## src/rtl/morse_encoder.sv

```systemverilog
// ASCII-to-Morse symbol encoder: one character per valid/ready handshake,
// one registered symbol code per clock (WAIT/DIT/DAH/GAP/SPACE).
`timescale 1ns/1ps
module morse_encoder #(
  parameter int unsigned GAP_WAITS = 2
) (
  input  logic       clk,
  input  logic       reset,
  input  logic [7:0] letter,
  input  logic       letterValid,
  output logic       ready,
  output logic [2:0] inputSignal,
  output logic       err
);

  localparam logic [2:0] S_IDLE  = 3'd0;
  localparam logic [2:0] S_SEND  = 3'd1;
  localparam logic [2:0] S_GAP   = 3'd2;
  localparam logic [2:0] S_SPACE = 3'd3;
  localparam logic [2:0] S_HOLD  = 3'd4;

  localparam logic [2:0] SYM_WAIT  = 3'd0;
  localparam logic [2:0] SYM_DIT   = 3'd1;
  localparam logic [2:0] SYM_DAH   = 3'd2;
  localparam logic [2:0] SYM_GAP   = 3'd3;
  localparam logic [2:0] SYM_SPACE = 3'd4;

  localparam logic [3:0] HOLD_LAST = 4'(GAP_WAITS - 1);

  logic [2:0] state_q, state_d;
  logic [2:0] sig_q, sig_d;
  logic       err_q, err_d;
  logic [2:0] len_q, len_d;
  logic [4:0] pat_q, pat_d;
  logic [2:0] cnt_q, cnt_d;
  logic [3:0] hold_q, hold_d;

  logic [7:0] ch;
  logic [7:0] rom;
  logic [2:0] rom_len;
  logic [4:0] rom_pat;
  logic       rom_ok;

  // Pattern is right-aligned, first element in bit len-1; 1 = DAH.
  function automatic logic [2:0] elem(
    input logic [4:0] p,
    input logic [2:0] l,
    input logic [2:0] i
  );
    logic [2:0] k;
    k = l - 3'd1 - i;
    return p[k] ? SYM_DAH : SYM_DIT;
  endfunction

  always_comb begin
    ch = letter;
    if (letter >= 8'h61 && letter <= 8'h7A) ch = letter - 8'h20;
  end

  always_comb begin
    rom = 8'h00;
    case (ch)
      8'h41: rom = {3'd2, 5'b00001};
      8'h42: rom = {3'd4, 5'b01000};
      8'h43: rom = {3'd4, 5'b01010};
      8'h44: rom = {3'd3, 5'b00100};
      8'h45: rom = {3'd1, 5'b00000};
      8'h46: rom = {3'd4, 5'b00010};
      8'h47: rom = {3'd3, 5'b00110};
      8'h48: rom = {3'd4, 5'b00000};
      8'h49: rom = {3'd2, 5'b00000};
      8'h4A: rom = {3'd4, 5'b00111};
      8'h4B: rom = {3'd3, 5'b00101};
      8'h4C: rom = {3'd4, 5'b00100};
      8'h4D: rom = {3'd2, 5'b00011};
      8'h4E: rom = {3'd2, 5'b00010};
      8'h4F: rom = {3'd3, 5'b00111};
      8'h50: rom = {3'd4, 5'b00110};
      8'h51: rom = {3'd4, 5'b01101};
      8'h52: rom = {3'd3, 5'b00010};
      8'h53: rom = {3'd3, 5'b00000};
      8'h54: rom = {3'd1, 5'b00001};
      8'h55: rom = {3'd3, 5'b00001};
      8'h56: rom = {3'd4, 5'b00001};
      8'h57: rom = {3'd3, 5'b00011};
      8'h58: rom = {3'd4, 5'b01001};
      8'h59: rom = {3'd4, 5'b01011};
      8'h5A: rom = {3'd4, 5'b01100};
      8'h30: rom = {3'd5, 5'b11111};
      8'h31: rom = {3'd5, 5'b01111};
      8'h32: rom = {3'd5, 5'b00111};
      8'h33: rom = {3'd5, 5'b00011};
      8'h34: rom = {3'd5, 5'b00001};
      8'h35: rom = {3'd5, 5'b00000};
      8'h36: rom = {3'd5, 5'b10000};
      8'h37: rom = {3'd5, 5'b11000};
      8'h38: rom = {3'd5, 5'b11100};
      8'h39: rom = {3'd5, 5'b11110};
      default: rom = 8'h00;
    endcase
  end

  assign rom_len = rom[7:5];
  assign rom_pat = rom[4:0];
  assign rom_ok  = (rom_len != 3'd0);

  always_comb begin
    state_d = state_q;
    sig_d   = sig_q;
    err_d   = 1'b0;
    len_d   = len_q;
    pat_d   = pat_q;
    cnt_d   = cnt_q;
    hold_d  = hold_q;
    unique case (state_q)
      S_IDLE: begin
        sig_d = SYM_WAIT;
        if (letterValid) begin
          if (letter == 8'h20) begin
            state_d = S_SPACE;
            sig_d   = SYM_SPACE;
          end else if (rom_ok) begin
            state_d = S_SEND;
            len_d   = rom_len;
            pat_d   = rom_pat;
            cnt_d   = 3'd0;
            sig_d   = elem(rom_pat, rom_len, 3'd0);
          end else begin
            err_d = 1'b1;
          end
        end
      end
      S_SEND: begin
        if (cnt_q == len_q - 3'd1) begin
          state_d = S_GAP;
          sig_d   = SYM_GAP;
        end else begin
          cnt_d = cnt_q + 3'd1;
          sig_d = elem(pat_q, len_q, cnt_q + 3'd1);
        end
      end
      S_GAP, S_SPACE: begin
        state_d = S_HOLD;
        hold_d  = 4'd0;
        sig_d   = SYM_WAIT;
      end
      S_HOLD: begin
        sig_d = SYM_WAIT;
        if (hold_q == HOLD_LAST) state_d = S_IDLE;
        else hold_d = hold_q + 4'd1;
      end
      default: begin
        state_d = S_IDLE;
        sig_d   = SYM_WAIT;
      end
    endcase
  end

  always_ff @(posedge clk) begin
    if (reset) begin
      state_q <= S_IDLE;
      sig_q   <= SYM_WAIT;
      err_q   <= 1'b0;
      len_q   <= 3'd0;
      pat_q   <= 5'd0;
      cnt_q   <= 3'd0;
      hold_q  <= 4'd0;
    end else begin
      state_q <= state_d;
      sig_q   <= sig_d;
      err_q   <= err_d;
      len_q   <= len_d;
      pat_q   <= pat_d;
      cnt_q   <= cnt_d;
      hold_q  <= hold_d;
    end
  end

  assign ready       = (state_q == S_IDLE);
  assign inputSignal = sig_q;
  assign err         = err_q;

endmodule

```

## config.mk

```make
export PLATFORM = sky130hd
export DESIGN_NAME = morse_encoder
export DESIGN_NICKNAME = d
export VERILOG_FILES = /design/src/rtl/morse_encoder.sv
export SDC_FILE = /design/constraint.sdc
export NUM_CORES = 1
export LEC_CHECK = 0
export ABC_AREA = 1
export BUFFER_PORTS_ARGS = -buffer_cell sky130_fd_sc_hd__clkbuf_2
export CORE_ASPECT_RATIO = 1.2
export CORE_UTILIZATION = 56
export CTS_BUF_LIST = sky130_fd_sc_hd__clkbuf_4 sky130_fd_sc_hd__clkbuf_8 sky130_fd_sc_hd__clkbuf_16
export DETAILED_ROUTE_END_ITERATION = 8
export GPL_ROUTABILITY_DRIVEN = 0
export MAX_ROUTING_LAYER = met4
export PLACE_DENSITY = 0.75
export SLEW_MARGIN = 20
export SYNTH_ARGS = -nofsm -noshare
export SYNTH_HDL_FRONTEND = slang
export SYNTH_SLANG_ARGS = --single-unit
export TNS_END_PERCENT = 5
```

## constraint.sdc

```tcl
create_clock -name clk -period 4.2 [get_ports clk]
set_input_delay 1.26 -clock clk [delete_from_list [all_inputs] [get_ports clk]]
set_output_delay 1.26 -clock clk [all_outputs]
set_load 0.01 [all_outputs]
```

# Word level (Yosys, flattened, before mapping)
# Memory sizes are Yosys's and may differ from the RTL's.
# Index checks and enable logic that the tools add are counted.
classes:
  n_reduce_logical: 11
  n_bitwise: 3
  muxes: 27
  n_lt_le_gt_ge: 4
  eq_ne: 15
  addsub: 6
op_table:
  columns: ["cell", "n"]
  rows:
  - ["two-way mux 3 bit", 11]
  - ["two-way mux 8 bit", 2]
  - ["inequality test 2 bit, second input constant", 6]
  - ["case mux 3 bit (2 select lines)", 2]
  - ["case mux 3 bit (4 select lines)", 1]
  - ["== test 8 x 6 -> 1 bit, second input constant", 1]
  - [">= comparator 8 x 7 -> 1 bit, second input constant", 1]
  - ["less-or-equal comparator 8 x 7 -> 1 bit, second input constant", 1]
  - ["less-than comparator 3 x 4 -> 1 bit, second input constant", 2]
  - ["two-way mux 2 bit", 4]
  - ["case mux 4 bit (2 select lines)", 1]
  - ["AND reduction 4 bit", 2]
  - ["subtractor 8 x 6 -> 8 bit, second input constant", 1]
  - ["binary-select mux 1 bit (select 3 bit)", 2]
  - ["== test 3 x 2 -> 1 bit, second input constant", 2]
  - ["subtractor 3 x 1 -> 3 bit, second input constant", 2]
  - ["AND reduction 5 bit", 1]
  - ["adder 4 x 1 -> 4 bit, second input constant", 1]
  - ["== test 4 x 1 -> 1 bit, second input constant", 1]
  - ["two-way mux 4 bit", 1]
  - ["nonzero test 2 bit", 2]
  - ["OR reduction 4 bit", 1]
  - ["adder 3 x 1 -> 3 bit, second input constant", 1]
  - ["== test 3 x 1 -> 1 bit, second input constant", 1]
  - ["other kinds (12)", 16]
word_totals:
  ff_bits: 22
  mem_count: 1
  romBits: 1024
  out_inout_bits: 5
memory_table:
  columns: ["memory", "words", "width", "read_ports", "rd_clocked_by_memory_dff", "write_ports", "line_no", "rtl"]
  rows:
  - ["(name not given)", 128, 8, 1, 0, 0, "62", "case (ch)"]

# Logic depth before layout (Yosys ltp)
# An unclocked memory read counts as a cell.
logic_depth:
  depth_word: 13
  ltp_mapped: 20

# Worst setup path before layout
# Ideal clock, no wire load.
synth_timing:
  path_kind: "input-to-reg"
  startpoint: "input port letter[1]"
  endpoint: "register pat_q[2]"
  t_required_ps: 4129
  n_path_buf: 1
  t_arrival_ps: 3386
  stages: 15
  slack_ps: 743
  cell_sequence: "inv_1 > ha_1 > inv_1 > nor2_1 > nand3_2 > nand4_1 > nand2_1 > inv_2 > nand4_1 > ha_1 > ha_1 > nor3_2 > buf_4 > nand4_1 > a21oi_1"
synth_via:
  elab_chain_len: 7
  elab_cells_between_ends: 11
  cone_classes: "1 x add/sub; 2 x order compare; 1 x eq/ne; 2 x mux; 1 x bitwise; 3 x reduce/logical; 1 x memory"
synth_rtl:
  columns: ["item", "line_no", "rtl"]
  rows:
  - ["start: declaration", "9", "input logic [7:0] letter,"]
  - [">= comparator 8 x 7 -> 1 bit or less-or-equal comparator 8 x 7 -> 1 bit (tied branches)", "57", "if (letter >= 8'h61 && letter <= 8'h7A) ch = letter - 8'h20;"]
  - ["logical AND 1 bit", "57", null]
  - ["two-way mux 8 bit", "57", null]
  - ["memory read (128 x 8 bit)", null, null]
  - ["two-way mux 8 bit", "62", null]
  - ["nonzero test 3 bit", "105", "assign rom_ok = (rom_len != 3'd0);"]
  - ["AND reduction 4 bit (no source line)", null, null]
  - ["end signal: assignment", "173", "pat_q <= pat_d;"]
  - ["end: declaration", "34", "logic [4:0] pat_q, pat_d;"]
# Several ways; a longest one is shown, not always the timed one.
# A chain may end at the register's enable or synchronous reset.

# Final worst setup path
layout_timing:
  startpoint: "input port letter[1]"
  endpoint: "register cnt_q[2]"
layout_via:
  elab_chain_len: 8
  elab_cells_between_ends: 12
  cone_classes: "1 x add/sub; 2 x order compare; 3 x eq/ne; 2 x mux; 3 x reduce/logical; 1 x memory"
layout_rtl:
  columns: ["item", "line_no", "rtl"]
  rows:
  - [">= comparator 8 x 7 -> 1 bit or less-or-equal comparator 8 x 7 -> 1 bit (tied branches)", "57", null]
  - ["logical AND 1 bit", "57", null]
  - ["two-way mux 8 bit", "57", null]
  - ["memory read (128 x 8 bit)", null, null]
  - ["two-way mux 8 bit", "62", null]
  - ["nonzero test 3 bit", "105", null]
  - ["inequality test 2 x 1 -> 1 bit (no source line)", null, null]
  - ["AND reduction 5 bit (no source line) *", null, null]
  - ["end signal: assignment", "174", "cnt_q <= cnt_d;"]
  - ["end: declaration", "35", "logic [2:0] cnt_q, cnt_d;"]
# Every way passes the cells marked *; elsewhere a longest branch is shown, timed or not.

==> results.sh <==
export IMPL_status="finished clean"
export IMPL_path_cells="clkbuf_2 -> inv_1 -> ha_1 -> inv_1 -> nor2_1 -> nand3_2 -> nand4_1 -> nand2_1 -> inv_2 -> nand4_1 -> ha_1 -> ha_1 -> o21ai_0 -> nand3_1 -> nand3b_1 -> a21oi_1"
export IMPL_rr_endpoint="inputSignal[0]$_SDFF_PP0_"
export IMPL_setup_viol=0
export IMPL_path_class="primary input to register"
export IMPL_path_clk_slew_ns=0.12
export IMPL_max_slew_margin_pct=70.52
export IMPL_chipWidth_um=55.29
export IMPL_min_to="pat_q[2]$_SDFFE_PP0P_"
export IMPL_cp_required_ns=4.43
export IMPL_hold_class="register to register"
export IMPL_numPortBuffers=15
export IMPL_antenna_found_initial=0
export IMPL_route_detailed_drc=0
export IMPL_synth_async_reset_ratio_pct=0
export IMPL_min_period_over_period_pct=83.27
export IMPL_grt_max_degree=18
export IMPL_hold_viol_final=0
export IMPL_core_area_um2=3166
export IMPL_synth_flop_cell="dfxtp_1"
export IMPL_synth_edf_count=0
export IMPL_grt_pass1_vias=1683
export IMPL_slew_viol_final=0
export IMPL_r2r_slack_ns=2.00
export IMPL_clk_latency_ns=0.30
export IMPL_ys_seq_area_share_pct=23.08
export IMPL_postRouteAntennaNets=0
export IMPL_arrival_ns=3.73
export IMPL_r2r_start="len_q[0]$_SDFFE_PP0P_"
export IMPL_numCtsBuffers=3
export IMPL_cts_resized=0
export IMPL_avgSynthCellArea_um2=6.490
export IMPL_slowest_stage="ha_1"
export IMPL_htreeDepth=1
export IMPL_firstDrtPassIters=4
export IMPL_finClkSkew_ns=0.004097
export IMPL_start_util_pct=60.28
export IMPL_ir_worst_vdd_v=0.0002369
export IMPL_setup_tns_ns=0
export IMPL_max_clock_freq_mhz=285.9
export IMPL_hpwl_um=3247
export IMPL_grt_overflow=0
export IMPL_ff_latch_area_um2=440.4
export IMPL_synthTopCellsByArea="dfxtp_1 (23%), nand2_1 (12%), ha_1 (9.2%)"
export IMPL_synth_most_common_cell="nand2_1"
export IMPL_drt_iter0_drc=60
export IMPL_min_from="pat_q[2]$_SDFFE_PP0P_"
export IMPL_cp_common_cell="ha_1"
export IMPL_synth_commonest_cells="nand2_1 (63), inv_1 (41), nor2_1 (23)"
export IMPL_die_area_um2=3646
export IMPL_path_max_fanout=9
export IMPL_synth_net_count=320
export IMPL_nNetsFinal=336
export IMPL_cts_sinks=22
export IMPL_io_pins=16
export IMPL_r2r_worst_path_cells=10
export IMPL_hold_depth=2
export IMPL_synth_distinct_cells=38
export IMPL_n_antenna_cell=0
export IMPL_yosysTopAreaCell="dfxtp_1"
export IMPL_synth_top_cell_area_share_pct=23.08
export IMPL_end_kind="register"
export IMPL_post_cts_buffers=0
export IMPL_root_buffer="clkbuf_4"
export IMPL_power_density_nw_per_um2=285.7
export IMPL_syn_area_um2=1908
export IMPL_drt_vias_per_instance=5.365
export IMPL_ctsHoldBuffers=0
export IMPL_maxCapViolCount=0
export IMPL_rsz0062_at_grt="no"
export IMPL_post_route_util_pct=64.43
export IMPL_die_h_um=65.95
export IMPL_clockBufferDepth=2
export IMPL_multi_input_area_um2=1255
export IMPL_synth_cells=294
export IMPL_p_leak_nw=0.9742
export IMPL_area_growth_pct=6.885
export IMPL_layout_drive_gt1_share_pct=14.56
export IMPL_worst_pin_slew_ns=0.4422
export IMPL_track_usage_pct=23.99
export IMPL_wl_per_cell_um=11.43
export IMPL_row_count=22
export IMPL_grt_pass1_wl_um=6927
export IMPL_ys_ff_latch=22
export IMPL_fin_crit_ns=3.497
export IMPL_wirelength_um=3942
export IMPL_vias=1851
export IMPL_yosysWarnings=0
export IMPL_fillers=303
export IMPL_slowest_delay_ns=0.23
export IMPL_cp_start_kind="primary input"
export IMPL_cts_tree="built"
==> sequential cells by signal, indices dropped and copies added, names as in the netlist <==
register	count
len_q	3
pat_q	5
err	1
cnt_q	3
state_q	3
inputSignal	3
hold_q	4
==> layout by cell type (no fill, tap or decap), drive strengths merged <==
cell type | synthesis | layout
nor4b | 1 | 1
o22ai | 3 | 3
nand4 | 6 | 6
ha | 14 | 14
nor2 | 27 | 27
fa | 1 | 1
a31oi | 2 | 2
nor4 | 1 | 1
buf | 4 | 1
nor3 | 8 | 8
dfxtp | 22 | 22
nand2 | 69 | 69
or2 | 2 | 2
clkbuf | 1 | 19
and2 | 1 | 1
a32o | 1 | 1
a211oi | 3 | 3
o31ai | 1 | 1
inv | 48 | 48
o32ai | 1 | 1
o21ai | 21 | 21
o211ai | 4 | 4
nand3 | 25 | 25
nand3b | 2 | 2
a21oi | 22 | 22
xor2 | 4 | 4
==> power breakdown <==
part | leakage, nW | total, mW | switching, mW | internal (mW)
Sequential | 0.179 | 0.237 | 0.0100 | 0.227
Clock | 0.0210 | 0.113 | 0.0601 | 0.0528
Combinational | 0.774 | 0.233 | 0.149 | 0.0842
==> cell families (layout without fill, tap and decap cells) <==
| group | Yosys count | count (layout) | share of synthesized area [%] |
|---|---|---|---|
| buf+inv | 53 | 68 | 11.15 |
| fa+ha+maj | 15 | 15 | 10.23 |
| xor+xnor | 4 | 4 | 1.836 |
| compound gates | 58 | 58 | 17.44 |
| flops | 22 | 22 | 23.08 |
| simple gates | 142 | 142 | 36.26 |
==> worst max-delay path by stage <==
stage	from	to	slack [ns]	cells after the start
floorplan	letter[1]	pat_q[2]$_SDFFE_PP0P_	0.74	15
global placement	letter[0]	cnt_q[2]$_SDFFE_PP0P_	0.51	16
detailed placement	letter[1]	cnt_q[2]$_SDFFE_PP0P_	0.41	16
CTS	letter[1]	cnt_q[2]$_SDFFE_PP0P_	0.71	16
global route	letter[0]	cnt_q[1]$_SDFFE_PP0P_	0.38	16
finish	letter[1]	cnt_q[2]$_SDFFE_PP0P_	0.70	16
==> metal layers <==
metal / vias to the layer above / GRT usage (%) / routed length [um]
met4: 0 / 8.438 / 70
li1: 1002 / - / -
met3: 6 / 2.740 / 140
met2: 48 / 43.52 / 1909
met5: - / - / 0
met1: 795 / 27.43 / 1822
==> metrics by stage <==
stage / area, um2 / hold WS [ns] / total power [mW] / cells / worst slack (ns)
finish: 2039 / 0.5119 / 0.5826 / 345 / 0.7027
global route: 2039 / 0.5446 / 0.6320 / 345 / 0.3837
CTS: 2039 / 0.5185 / 0.5882 / 345 / 0.7133
detailed placement: 2003 / 0.4973 / 0.4735 / 341 / 0.4096
global placement: 2003 / 0.4899 / 0.4713 / 341 / 0.5128
floorplan: 1908 / 0.4487 / 0.4208 / 294 / 0.7425
==> layout make-up <==
class,instances,area share [%]
Clock buffer,4,1.779
Multi-Input combinational cell,219,61.53
Timing Repair Buffer,16,4.049
Tap cell,36,2.209
Inverter,48,8.834
Sequential cell,22,21.60
==> worst max-delay path: cells and delay by family <==
family          cells  cell delay (ns)
simple gates        7             0.99
fa+ha+maj           3             0.67
buf+inv             4             0.50
compound gates      2             0.31
Note: power is estimated with default switching activity, not from simulation.
